--- src/rtl/decade_chain_ctrl_pkg.sv ---
// decade_chain_ctrl_pkg: state encoding and digit-chain mode/direction constants
package decade_chain_ctrl_pkg;
  typedef enum logic [1:0] {
    ST_IDLE  = 2'd0,
    ST_RUN   = 2'd1,
    ST_PAUSE = 2'd2,
    ST_DONE  = 2'd3
  } state_t;
  localparam logic MODE_BCD = 1'b0;
  localparam logic MODE_HEX = 1'b1;
  localparam logic DIR_UP   = 1'b0;
  localparam logic DIR_DOWN = 1'b1;
endpackage

--- src/rtl/decade_chain_ctrl_btn_sync_edge.sv ---
// btn_sync_edge: two-flop synchronizer followed by a registered rising-edge pulse
module btn_sync_edge (
  input  logic clk,
  input  logic reset_n,
  input  logic i_btn,
  output logic o_rise
);
  logic r_s1, r_s2, r_s3, r_rise;
  always_ff @(posedge clk or negedge reset_n)
    if (!reset_n) begin
      r_s1   <= 1'b0;
      r_s2   <= 1'b0;
      r_s3   <= 1'b0;
      r_rise <= 1'b0;
    end else begin
      r_s1   <= i_btn;
      r_s2   <= r_s1;
      r_s3   <= r_s2;
      r_rise <= r_s2 & ~r_s3;
    end
  assign o_rise = r_rise;
endmodule

--- src/rtl/decade_chain_ctrl.sv ---
// decade_chain_ctrl: run/pause/clear FSM and prescaled count-enable tick for a digit-counter chain
module decade_chain_ctrl
  import decade_chain_ctrl_pkg::*;
#(
  parameter int CLK_HZ  = 100000000,
  parameter int TICK_HZ = 10,
  parameter int DIV_W   = 32
) (
  input  logic       clk,
  input  logic       reset_n,
  input  logic       btn_start_stop,
  input  logic       btn_clear,
  input  logic       sw_mode,
  input  logic       sw_dir,
  input  logic       sw_oneshot,
  input  logic       chain_terminal,
  output logic       cnt_enable,
  output logic       cnt_clear,
  output logic       cnt_mode,
  output logic       cnt_direction,
  output logic       running,
  output logic       done,
  output logic [1:0] state
);
  localparam int DIV = CLK_HZ / TICK_HZ;
  localparam logic [DIV_W-1:0] DIV_M1 = DIV_W'(DIV - 1);

  logic w_start, w_clr, w_due, w_mode_s, w_dir_s, w_os_s;
  logic [2:0] r_sw_s1, r_sw_s2;
  logic [DIV_W-1:0] r_pre;
  logic r_en, r_clr, r_mode, r_dir;
  state_t r_state, w_next;

  btn_sync_edge u_start (.clk(clk), .reset_n(reset_n), .i_btn(btn_start_stop), .o_rise(w_start));
  btn_sync_edge u_clear (.clk(clk), .reset_n(reset_n), .i_btn(btn_clear), .o_rise(w_clr));

  always_ff @(posedge clk or negedge reset_n)
    if (!reset_n) begin
      r_sw_s1 <= '0;
      r_sw_s2 <= '0;
    end else begin
      r_sw_s1 <= {sw_oneshot, sw_dir, sw_mode};
      r_sw_s2 <= r_sw_s1;
    end
  assign {w_os_s, w_dir_s, w_mode_s} = r_sw_s2;
  assign w_due = (r_state == ST_RUN) && (r_pre == DIV_M1);

  always_ff @(posedge clk or negedge reset_n)
    if (!reset_n) r_state <= ST_IDLE;
    else          r_state <= w_next;

  // clear beats every other event, including a simultaneous start edge
  always_comb begin
    w_next = r_state;
    if (w_clr) w_next = ST_IDLE;
    else
      case (r_state)
        ST_IDLE:  w_next = w_start ? ST_RUN : ST_IDLE;
        ST_RUN:   w_next = w_start ? ST_PAUSE : (w_due && w_os_s && chain_terminal) ? ST_DONE : ST_RUN;
        ST_PAUSE: w_next = w_start ? ST_RUN : ST_PAUSE;
        default:  w_next = ST_DONE;
      endcase
  end

  // a due tick is only issued if the chain stays in RUN through that edge
  always_ff @(posedge clk or negedge reset_n)
    if (!reset_n) begin
      r_pre  <= '0;
      r_en   <= 1'b0;
      r_clr  <= 1'b0;
      r_mode <= 1'b0;
      r_dir  <= 1'b0;
    end else begin
      r_pre  <= (w_clr || r_state == ST_IDLE || r_state == ST_DONE) ? '0 :
                (r_state != ST_RUN) ? r_pre :
                w_due ? ((w_next == ST_RUN) ? '0 : r_pre) : r_pre + 1'b1;
      r_en   <= w_due && (w_next == ST_RUN);
      r_clr  <= w_clr;
      r_mode <= (r_state != ST_RUN) ? w_mode_s : r_mode;
      r_dir  <= (r_state != ST_RUN) ? w_dir_s : r_dir;
    end

  always_comb begin
    running       = r_state == ST_RUN;
    done          = r_state == ST_DONE;
    state         = r_state;
    cnt_enable    = r_en;
    cnt_clear     = r_clr;
    cnt_mode      = r_mode;
    cnt_direction = r_dir;
  end
endmodule

--- config.mk ---
export PLATFORM = sky130hd
export DESIGN_NAME = decade_chain_ctrl
export DESIGN_NICKNAME = d
export VERILOG_FILES = /design/src/rtl/decade_chain_ctrl_pkg.sv /design/src/rtl/decade_chain_ctrl_btn_sync_edge.sv /design/src/rtl/decade_chain_ctrl.sv
export SDC_FILE = /design/constraint.sdc
export NUM_CORES = 1
export LEC_CHECK = 0
export ABC_AREA = 1
export CORE_ASPECT_RATIO = 1.2
export CORE_MARGIN = 3
export CORE_UTILIZATION = 25
export CTS_BUF_LIST = sky130_fd_sc_hd__clkbuf_8 sky130_fd_sc_hd__clkbuf_16
export CTS_CLUSTER_SIZE = 8
export DETAILED_ROUTE_END_ITERATION = 10
export PLACE_DENSITY = 0.42
export REMOVE_ABC_BUFFERS = 1
export SLEW_MARGIN = 20
export SYNTH_ARGS = -nofsm -noshare
export SYNTH_HDL_FRONTEND = slang
export SYNTH_SLANG_ARGS = --single-unit
--- constraint.sdc ---
create_clock -name clk -period 2.9 [get_ports clk]
set_clock_uncertainty 0.1 [all_clocks]
set_input_delay 0.725 -clock clk [delete_from_list [all_inputs] [get_ports clk]]
set_output_delay 0.725 -clock clk [all_outputs]
set_load 0.03 [all_outputs]
==> results of run 1 <==
area by class of cell:
class                           count  area share
Tap cell                          154      0.0567
Timing Repair Buffer               21      0.0559
Multi-Input combinational cell    296       0.416
Sequential cell                    52       0.383
Clock inverter                      3     0.00846
Clock buffer                        5      0.0368
Inverter                           39      0.0430
path summary, 6_finish.rpt:
check | to | start | cells after the start
max | running | state[0]$_DFF_PN0_ | 3
max in group asynchronous | r_pre[26]$_DFFE_PN0P_ | reset_n | 2
min | r_sw_s2[0]$_DFF_PN0_ | r_sw_s1[0]$_DFF_PN0_ | 0
min reg2reg | r_sw_s2[0]$_DFF_PN0_ | r_sw_s1[0]$_DFF_PN0_ | 0
max reg2reg | r_pre[30]$_DFFE_PN0P_ | r_pre[1]$_DFFE_PN0P_ | 12
min in group asynchronous | cnt_clear$_DFF_PN0_ | reset_n | 2
sequential cells by signal (all words and copies together), names as in the netlist, 2 cells and up:
name and cells:
r_pre 32, r_sw_s2 3, state 2, r_sw_s1 3
layer usage:
| layer | global-route usage | share of wire | up-vias |
|---|---|---|---|
| met5 | 0 | 0 | - |
| met4 | 0.0565 | 0.032 | 0 |
| met3 | 0.0176 | 0.031 | 19 |
| met2 | 0.211 | 0.48 | 52 |
| met1 | 0.151 | 0.45 | 1179 |
| li1 | - | - | 1311 |
logic make-up (layout without fill, tap and decap cells):
kind of cell | count (synthesis) | count (layout) | synth area share
AND/OR/NAND/NOR | 268 | 268 | 0.421
flip-flops | 52 | 52 | 0.447
buffers and inverters | 45 | 68 | 0.0662
AO/OA/AOI/OAI | 20 | 20 | 0.0404
XOR/XNOR | 7 | 7 | 0.0211
adder cells (fa/ha/maj) | 1 | 1 | 0.00430
stage by stage:
step | instance area [um2] | util | hold slack, ns
finish | 3400 | 0.304 | 0.251
global route | 3400 | 0.304 | 0.260
CTS | 3400 | 0.304 | 0.256
floorplan | 2860 | - | 0.231
detailed placement | 3250 | 0.290 | 0.237
global placement | 3250 | 0.290 | 0.233
worst reg2reg max path, delay by kind of cell, from the launching register on:
kind	cells	cell delay [ns]
AND/OR/NAND/NOR	11	1.47
flip-flops	1	0.39
adder cells (fa/ha/maj)	1	0.21
cells in the mapped netlist (all sizes together):
cell,count,area share
a211oi,1,0.0026
a21oi,5,0.0086
a31oi,2,0.0043
a41oi,1,0.0030
and2,1,0.0022
buf,4,0.013
clkbuf,2,0.0026
dfrtp,52,0.45
ha,1,0.0043
inv,39,0.050
nand2,138,0.18
nand3,34,0.064
nand4,16,0.034
nor2,52,0.079
nor3,16,0.033
nor3b,2,0.0052
nor4,2,0.0043
o211ai,2,0.0052
o21ai,8,0.014
o311ai,1,0.0030
or2,7,0.015
xor2,7,0.021
power groups by stage:
stage	combinational [uW]	sequential, uW	clock (uW)
final	177	761	650
after global placement	183	775	0
after detailed placement	182	776	0
after CTS	183	762	679
after floorplan	77.4	791	0
after global routing	198	765	699
==> run summary, run 1 <==
The flow ran to the end, and the final reports show no timing, DRC or antenna violations. The clock passes through at most 2 buffers. The routed layout has 2561 vias. Data arrives at the worst endpoint at 1.62 ns. For this run, the detailed router's first-pass iteration total came to 5.

The tools report the total count of max-transition violations in the final report as 0. The power density over cell area was 467 nW/um2; the part of the power in the clock network was 0.409. The number of global-route vias before repair was 2521; the leakage power of the design was 0.00153 uW.

The switching power summed over all nets was 451 uW; the number of input and output port buffers inserted was 15. The logs give 0 for the final number of hold-violating endpoints and 0 ns for the setup TNS. Static timing analysis puts the maximum clock frequency at 410 MHz. The setup violation total in the final timing report was 0; the switching portion of total power was 0.284. The netlist uses 33 different library cells. Row generation in the floorplan step produced 42 rows.

The multi-input gate area in the final layout is 1420 um2, and the sequential cell area in the final layout is 1300 um2. The worst path setup slack after routing is 0.459 ns, and the count of placed standard cells including taps is 562. The register bit total from synthesis came out at 52. During synthesis, Yosys emitted a total of 0 warnings. 0 antenna diodes ended up in the layout. The DRC violation count after routing is 0, and the overall track demand over capacity in global routing is 0.122.

The top cell types in the final layout, fill and taps aside, are 134 x sky130_fd_sc_hd__nand2_1, 52 x sky130_fd_sc_hd__dfrtp_1, 44 x sky130_fd_sc_hd__nor2_1. At the pin with the least slew margin, the transition time is 0.658 ns. The run gives 393 as the number of instances in the synthesized netlist.

Global routing finished with a remaining overflow of 0. The run gives 570 as the number of standard cells in the layout, taps in and fillers out. The final wirelength came out at 7440 um.

TritonCTS built the clock tree. The first global-routing pass estimated 12600 um of wire. The die covers 13000 um2. For the number of antenna violations at the first check in global routing, the log shows 0. The post-detailed-placement half-perimeter wirelength is 5600 um. The leading cell type in the layout, fill and taps excluded is sky130_fd_sc_hd__nand2_1. STA classifies the critical path endpoint as an output pin.

Via density per instance: 4.49. Entering global routing, the biggest net connects 53 pins. The CTS clock-pin slew for the worst setup and hold paths was 0.07 ns; the total clock buffers created by CTS was 5. On the critical path, the stage with the largest delay is an instance of sky130_fd_sc_hd__clkdlybuf4s50_1. The internal portion of the total power is 1140 uW. Pin placement for this block handled 16 I/O pins. Of all nets on the critical path, the largest fanout is 6. The final total power was 1590 uW. The mean area per synthesized cell is 7.41 um2. The cell at the root of the clock tree was sky130_fd_sc_hd__clkbuf_16. In this run the worst hold path is classified as reg -> reg. The number of sinks driven by the clock tree is 52, and the buffers plus inverters on the worst setup path is 2. The starting density of the core came out at 0.260.

The logs give 0.447 for the post-synthesis sequential area ratio and 1197 for the number of filler instances in the final layout. The number of gates resized after CTS was 0. Across all register-to-register paths, the minimum setup slack is 0.63 ns.

At the later pin of the worst-skew pair, clock insertion delay measures 0.30 ns. The worst path in the final design needs a cycle of 2.44 ns, including I/O delays and setup. After the last flow step, the layout net total stands at 424. The core region is 11200 um2.

The average wire length per cell after detail routing was 13.1 um; the vertical die dimension was 124 um. In this run the remaining antenna-violating nets after routing total 0. Nature of the critical path startpoint: a flop. Number of design-rule violations left by the first detailed-router iteration: 167. The final period utilization was 0.842; the longest individual stage delay on the worst path was 0.67 ns. Walking the worst path, the cells encountered are inv_1 -> nor2_4 -> clkdlybuf4s50_1. Prior to clock tree synthesis, the placed netlist has a worst setup slack of 0.544 ns. The congestion estimate from routability-driven global placement came to 0.839. The required time at the endpoint of the critical path is 2.08 ns. The kind of cell with the highest combined delay on the critical path was buffers and inverters. In this run the post-CTS setup repair buffer count came out at 0. The run gives 0.111 as the part of the power in combinational logic.

The width of the chip works out to 104 um. Across the VDD grid, the largest voltage drop is 0.000243 V. The run gives 0.562 as the relative max-transition margin. The category of the critical setup timing path is reg -> out. The mapped netlist covers 2910 um2. Setup repair after global routing left no endpoint under its margin. The ratio of cells with drive above 1 in the final layout is 0.0913, and the max-cap check violation count is 0. The part of the power in registers was 0.479; the layout overhead on the synthesized area was 16.9%. The tools report the count of H-tree levels built during CTS as 2. For this design, the CTS-stage hold fixing added 0 buffers.
No activity file was read; power rests on OpenSTA's default activity.
==> run 2: changes to the inputs <==
Settings changed: PLACE_DENSITY 0.42 to 0.43.
Clock period 2.9 ns to 2.2 ns, I/O delays scaled along.
==> run summary, run 2 (synthesis gave the netlist of run 1 again) <==
The run finished with clean final reports. For the number of sinks driven by the clock tree, the log shows 52 (unchanged). Traced cell by cell, the critical path runs through clkdlybuf4s50_1.

The leakage power of the design was 0.00169 uW (+10%); the switching power summed over all nets was 598 uW (+33%). The final period utilization is 0.962. Final wirelength: 8030 um (+7.9%). The first-pass GRT wire length is 13700 um (+8.4%), and the power density over cell area is 577 nW/um2 (+24%).

The part of the power in the clock network was 0.395 (-0.014). Critical-path cell with the highest stage delay: sky130_fd_sc_hd__clkdlybuf4s50_1. The buffers plus inverters on the worst setup path came out at 1 (-1). The part of the power in registers was 0.470 (-0.009); the layout overhead on the synthesized area was 27.0%. Leaving out fill and tap cells, the most frequent cells in the layout are 133 x sky130_fd_sc_hd__nand2_1, 51 x sky130_fd_sc_hd__dfrtp_1, 44 x sky130_fd_sc_hd__nor2_1. The detailed-route via count came out at 2707 (+5.7%).

The largest register by flop count is r_pre. The average wire length per cell after detail routing is 13.5 um (+3.2%), and the switching portion of total power is 0.281 (-0.00364). The logs give 1.47 ns (-0.15 ns) for the arrival time reported for the critical path endpoint and 0.30 ns (about the same) for the worst-skew pair later-pin latency. The total clock buffers created by CTS was 5 (unchanged). The count of H-tree levels built during CTS is 2 (unchanged). The final total power is 2130 uW (+34%), and the ratio of cells with drive above 1 in the final layout is 0.163 (+0.0715). The DRC violation count after routing came out at 0 (unchanged). The number of input and output port buffers inserted is 15 (unchanged), and the count of pins on the block boundary is 16 (unchanged). The tools report the cell at the root of the clock tree as sky130_fd_sc_hd__clkbuf_16. The run gives 0.132 (+0.00996) as the overall track demand over capacity in global routing. The class of the worst hold path was in -> async. The run gives 111 (-34%) as the number of design-rule violations left by the first detailed-router iteration. Capturing element type of the critical path: an output pin. The run gives 0.0841 ns (-0.375 ns) as the worst path setup slack after routing. The critical path is of the reg -> out type. The via density per instance came out at 4.54 (+1.1%).

The run gives 450 (+6.1%) as the final net count. The nature of the critical path startpoint is a flop. For the deepest clock path buffer count, the log shows 2 (unchanged). The starting density of the core is 0.260 (unchanged), and the post-detailed-placement half-perimeter wirelength is 6260 um (+12%). The largest registers in the layout are r_pre (32), r_sw_s1 (3), r_sw_s2 (3).

The tools report the die footprint as 13000 um2 (unchanged). The library cell used most frequently in the layout, excluding fill and tap cells, is sky130_fd_sc_hd__nand2_1. The CTS clock-pin slew for the worst setup and hold paths works out to 0.08 ns (about the same). Placer's final routability congestion estimate: 0.879 (+4.8%). The internal cell power is 1530 uW (+35%), and the number of global-route vias before repair is 2719 (+7.9%).

The tools report the highest achievable clock rate as 473 MHz. The actual transition at the worst max-transition pin came out at 0.531 ns (-0.126 ns). The relative max-transition margin was 0.646 (+0.0842); the total count of max-transition violations in the final report was 0 (unchanged). The run gives 11200 um2 (unchanged) as the core outline area. The maximum vdd ir drop was 0.000332 V (+37%); the longest individual stage delay on the worst path was 0.71 ns (+0.04 ns).

Grouping stages by cell kind, the critical path spends the most delay in buffers and inverters. The largest net degree at the start of global routing was 33 (-38%); the remaining antenna violation count was 0 (unchanged). The logs give 0 (unchanged) for the residual overflow from global routing and 0 (unchanged) for the setup violation total in the final timing report.

The run gives 0 (unchanged) as the final number of hold-violating endpoints. The run gives 0 (unchanged) as the number of antenna violations at the first check in global routing. For the part of the power in combinational logic, the log shows 0.135 (+0.024). The width of the chip is 104 um (unchanged), and the final critical path time including I/O delays and setup is 2.12 ns.

The max-cap check violation count was 0 (unchanged). The run gives 1192 (-0.42%) as the number of filler instances in the final layout. The number of inserted diodes is 0 (unchanged), and the maximum fanout along the worst path is 5 (-1).

The number of flip-flops in the largest register is 32 (unchanged), and the pre-CTS setup slack is 0.117 ns (-0.427 ns). TritonCTS built the clock tree. The placement row count was 42 (unchanged); the vertical die dimension was 124 um (unchanged). The required time at the endpoint of the critical path is 1.55 ns (-0.53 ns), and the length of the first detailed-routing pass in iterations is 4 (-1).
==> run 2: cell types whose count changed in the layout (fill, tap and decap cells not counted), moves of 2 or more <==
cell | previous run | this run
sky130_fd_sc_hd__buf_4 | 6 | 26
sky130_fd_sc_hd__buf_12 | 0 | 4
sky130_fd_sc_hd__nor2_2 | 5 | 2
sky130_fd_sc_hd__nor2_4 | 3 | 6
sky130_fd_sc_hd__buf_6 | 0 | 2
sky130_fd_sc_hd__clkdlybuf4s50_1 | 14 | 12
sky130_fd_sc_hd__dlygate4sd2_1 | 0 | 2
sky130_fd_sc_hd__inv_1 | 38 | 36
sky130_fd_sc_hd__nand3_1 | 32 | 30
sky130_fd_sc_hd__nand3_2 | 1 | 3
==> run 2: worst register-to-register path, stage by stage, from the launching register on <==
cell                      delay, ns
sky130_fd_sc_hd__dfrtp_1       0.39
sky130_fd_sc_hd__ha_2          0.22
sky130_fd_sc_hd__nand2_2       0.08
sky130_fd_sc_hd__nor2_4        0.14
sky130_fd_sc_hd__nand2_2       0.08
sky130_fd_sc_hd__nor2_4        0.12
sky130_fd_sc_hd__nand2_4       0.08
sky130_fd_sc_hd__nor2_4        0.13
sky130_fd_sc_hd__nand2_2       0.08
sky130_fd_sc_hd__nor2_4        0.10
sky130_fd_sc_hd__nand2_1       0.08
sky130_fd_sc_hd__xor2_1        0.15
sky130_fd_sc_hd__or2_0         0.20
sky130_fd_sc_hd__nand2_1       0.06
==> run 2: timing repair <==
item / 4_1_cts / 5_1_grt
setup buffers: 0 / 4
hold buffers: 0 / 0
pin swaps: 0 / 7
endpoints found under the setup margin: 2 / 13
gates resized for setup: 2 / 14
hold endpoints to repair: 0 / 0
==> run 2: final timing paths <==
check	end	cells past startpoint	startpoint	slack (ns)
min in group clk	r_sw_s2[0]$_DFF_PN0_	0	r_sw_s1[0]$_DFF_PN0_	0.25
max in group asynchronous	r_pre[26]$_DFFE_PN0P_	2	reset_n	1.34
worst max register to register	r_pre[22]$_DFFE_PN0P_	13	r_pre[1]$_DFFE_PN0P_	0.14
worst max-delay path	state[1]	1	state[1]$_DFF_PN0_	0.08
worst min-delay path	r_pre[2]$_DFFE_PN0P_	1	reset_n	0.12
worst min register to register	r_sw_s2[0]$_DFF_PN0_	0	r_sw_s1[0]$_DFF_PN0_	0.25
==> run 2: area by class of cell <==
class	count	area [um2]	area share
multi-input combinational	296	1460	0.394
sequential	52	1300	0.352
timing repair buffer	47	440	0.119
tap	154	193	0.0521
inverter	39	150	0.0406
clock buffer	5	125	0.0339
clock inverter	3	28.8	0.00779
==> run 2: layer usage <==
layer,track usage,routed length [um]
met1,0.159,3570
met2,0.233,4050
met4,0.0615,236
met3,0.0192,166
met5,0,0
==> run 2: through the flow <==
| step | hold WS [ns] | TNS [ns] | util | instances | instance area, um2 |
|---|---|---|---|---|---|
| finish | 0.116 | 0 | 0.330 | 596 | 3700 |
| global route | 0.154 | -0.00991 | 0.330 | 596 | 3700 |
| CTS | 0.137 | 0 | 0.322 | 592 | 3600 |
| detailed placement | 0.236 | 0 | 0.308 | 584 | 3450 |
| global placement | 0.232 | 0 | 0.308 | 584 | 3450 |
| floorplan | 0.154 | -0.0139 | - | 387 | 2860 |
==> run 2: power by group through the flow <==
stage	clock network, uW	registers, uW	logic (uW)
after floorplan	0	1040	102
after global placement	0	1020	283
after detailed placement	0	1020	284
after CTS	873	1000	282
after global routing	908	1010	317
final	843	1000	288
==> run 3: changes to the inputs <==
Settings changed: CORE_ASPECT_RATIO 1.2 to default.
==> run summary, run 3 (synthesis gave the netlist of run 1 again) <==
The die footprint was 13000 um2 (about the same); the longest individual stage delay on the worst path was 0.71 ns (about the same). The tools report the setup TNS as 0 ns (unchanged). Leaving out fill and tap cells, the most frequent cell in the layout is sky130_fd_sc_hd__nand2_1. The tools report the highest achievable clock rate as 477 MHz (+0.90%).

The number of hold buffers added after CTS was 0 (unchanged); the number of antenna violations at the first check in global routing was 0 (unchanged). The overall track demand over capacity in global routing came out at 0.127 (-0.00466). The run gives 2 (unchanged) as the count of H-tree levels built during CTS. The tools report the DRC violation count after routing as 0 (unchanged).

The run gives 0.262 (+0.00158) as the starting density of the core. Leaving out fill and tap cells, the most frequent cells in the layout are 129 x sky130_fd_sc_hd__nand2_1, 48 x sky130_fd_sc_hd__dfrtp_1, 41 x sky130_fd_sc_hd__nor2_1. The signal on the critical path passes through clkdlybuf4s50_1. The core outline area was 11100 um2 (-0.60%); the number of input and output port buffers inserted was 15 (unchanged). The post-detailed-placement half-perimeter wirelength was 6000 um (-4.1%). The final critical path time including I/O delays and setup is 2.10 ns (-0.0189 ns). The buffers plus inverters on the worst setup path works out to 1 (unchanged). The tools report the nature of the critical path startpoint as a flop.

The final wirelength is 8260 um (+2.9%). By startpoint and endpoint, the worst setup path is classified as reg -> out. The vertical die dimension was 114 um (-8.3%). The width of the chip was 114 um (+9.0%); the deepest clock path buffer count was 2 (unchanged). The final period utilization was 0.953 (-0.00860); the average wire length per cell after detail routing was 13.8 um (+2.5%). The tools report the detailed-route via count as 2714 (+0.26%).

The final total power was 2200 uW (+3.2%). The number of filler instances in the final layout is 1219 (+2.3%), and the number of design-rule violations left by the first detailed-router iteration is 153 (+38%). The tree is rooted in a sky130_fd_sc_hd__clkbuf_16. The post-route standard cell area excluding fillers was 3880 um2 (+5.0%).

Count of pins on the block boundary: 16 (unchanged). The placer's final routability congestion estimate was 0.826 (-6.0%); the setup violation total in the final timing report was 0 (unchanged). The run gives 5 (+1) as the length of the first detailed-routing pass in iterations.

The logs give 0.696 (+0.0507) for the relative max-transition margin and 0 (unchanged) for the remaining antenna violation count. Residual overflow from global routing: 0 (unchanged). The number of flip-flops in the largest register works out to 32 (unchanged). The via density per instance works out to 4.54 (about the same).

For the final number of hold-violating endpoints, the log shows 0 (unchanged). Power density over cell area: 567 nW/um2 (-1.7%). The ratio of cells with drive above 1 in the final layout was 0.221 (+0.0576).

The kind of cell with the highest combined delay on the critical path was buffers and inverters. The run gives 0.103 ns (+0.0189 ns) as the worst path setup slack after routing. The number of global-route vias before repair was 2668 (-1.9%). The run gives 3480 um2 (+0.80%) as the placed instance area. The arrival time reported for the critical path endpoint was 1.45 ns (-0.02 ns).

The actual transition at the worst max-transition pin was 0.453 ns (-0.0788 ns). The critical-path cell with the highest stage delay is sky130_fd_sc_hd__clkdlybuf4s50_1. The placement row count was 38 (-9.5%). The tools report the pre-CTS setup slack as 0.109 ns (-0.00812 ns). The CTS clock-pin slew for the worst setup and hold paths is 0.08 ns (about the same). TritonCTS built the clock tree. The worst setup path is captured at an output pin. The largest net degree at the start of global routing is 53 (+61%), and the total count of max-transition violations in the final report is 0 (unchanged).

The tools report the required time at the endpoint of the critical path as 1.55 ns (about the same). The area growth from synthesis to layout is 33.4%. The tools report the total clock buffers created by CTS as 5 (unchanged).

The first-pass GRT wire length was 13300 um (-2.6%); the maximum vdd ir drop was 0.000348 V (+4.6%). The final net count was 466 (+3.6%). The maximum fanout along the worst path was 5 (unchanged).

In the final layout, the registers with the most flip-flops are r_pre (32), r_sw_s1 (3), r_sw_s2 (3). For the max-cap check violation count, the log shows 0 (unchanged). The tools report the worst-skew pair later-pin latency as 0.29 ns (about the same).

The class of the worst hold path is in -> async. The number of inserted diodes is 0 (unchanged). The leakage power of the design was 0.00178 uW (+5.1%). The final design utilization was 0.349 (+0.0188); the number of sinks driven by the clock tree was 52 (unchanged). The run finished with clean final reports.

More flip-flops sit in one register than any other, and that register is r_pre.
==> run 3: cell types whose count changed in the layout (fill, tap and decap cells not counted), sizes merged <==
cell / before / now
clkbuf: 5 / 7
buf: 33 / 47
==> run 3: repair_timing <==
item | CTS | global route
hold endpoints to repair | 0 | 0
resized for setup | 2 | 31
gates cloned | 0 | 2
pin swaps | 0 | 13
setup buffers | 0 | 12
setup endpoints to repair | 2 | 32
==> run 3: report_power, final <==
part / total [uW] / internal [uW] / switching (uW)
Sequential: 1000 / 984 / 21.1
Combinational: 354 / 157 / 197
Clock: 843 / 440 / 403
==> run 3: layout make-up <==
class,count,area [um2],area share
inverters,39,150,0.0387
clock inverters,3,28.8,0.00741
well taps,140,175,0.0451
repair buffers,63,581,0.150
clock buffers,5,125,0.0322
multi-input cells,296,1520,0.391
flip-flops and latches,52,1310,0.336
==> run 3: layer usage <==
layer | global-route usage | vias up | wire length (um) | share of wire
met3 | 0.0175 | 2 | 154 | 0.019
met2 | 0.208 | 22 | 3850 | 0.47
met4 | 0.0238 | 0 | 39 | 0.0047
met1 | 0.181 | 1287 | 4220 | 0.51
met5 | 0 | - | 0 | 0
li1 | - | 1403 | - | -
==> run 3: path summary, 6_finish.rpt <==
path                                            from  slack (ns)  cells after the start                     end
worst min register to register  r_sw_s1[1]$_DFF_PN0_        0.25                      0    r_sw_s2[1]$_DFF_PN0_
worst max-delay path              state[1]$_DFF_PN0_        0.10                      1                state[1]
min in group clk                r_sw_s1[1]$_DFF_PN0_        0.25                      0    r_sw_s2[1]$_DFF_PN0_
worst max register to register  r_pre[1]$_DFFE_PN0P_        0.11                     13   r_pre[25]$_DFFE_PN0P_
max in group asynchronous                    reset_n        1.60                      2    r_pre[4]$_DFFE_PN0P_
worst min-delay path                         reset_n        0.12                      2  u_start.r_s1$_DFF_PN0_
==> run 3: metrics by stage <==
step | instances | hold WS [ns]
detailed placement | 576 | 0.235
CTS | 584 | 0.146
global route | 598 | 0.168
finish | 598 | 0.122
floorplan | 387 | 0.154
global placement | 576 | 0.235
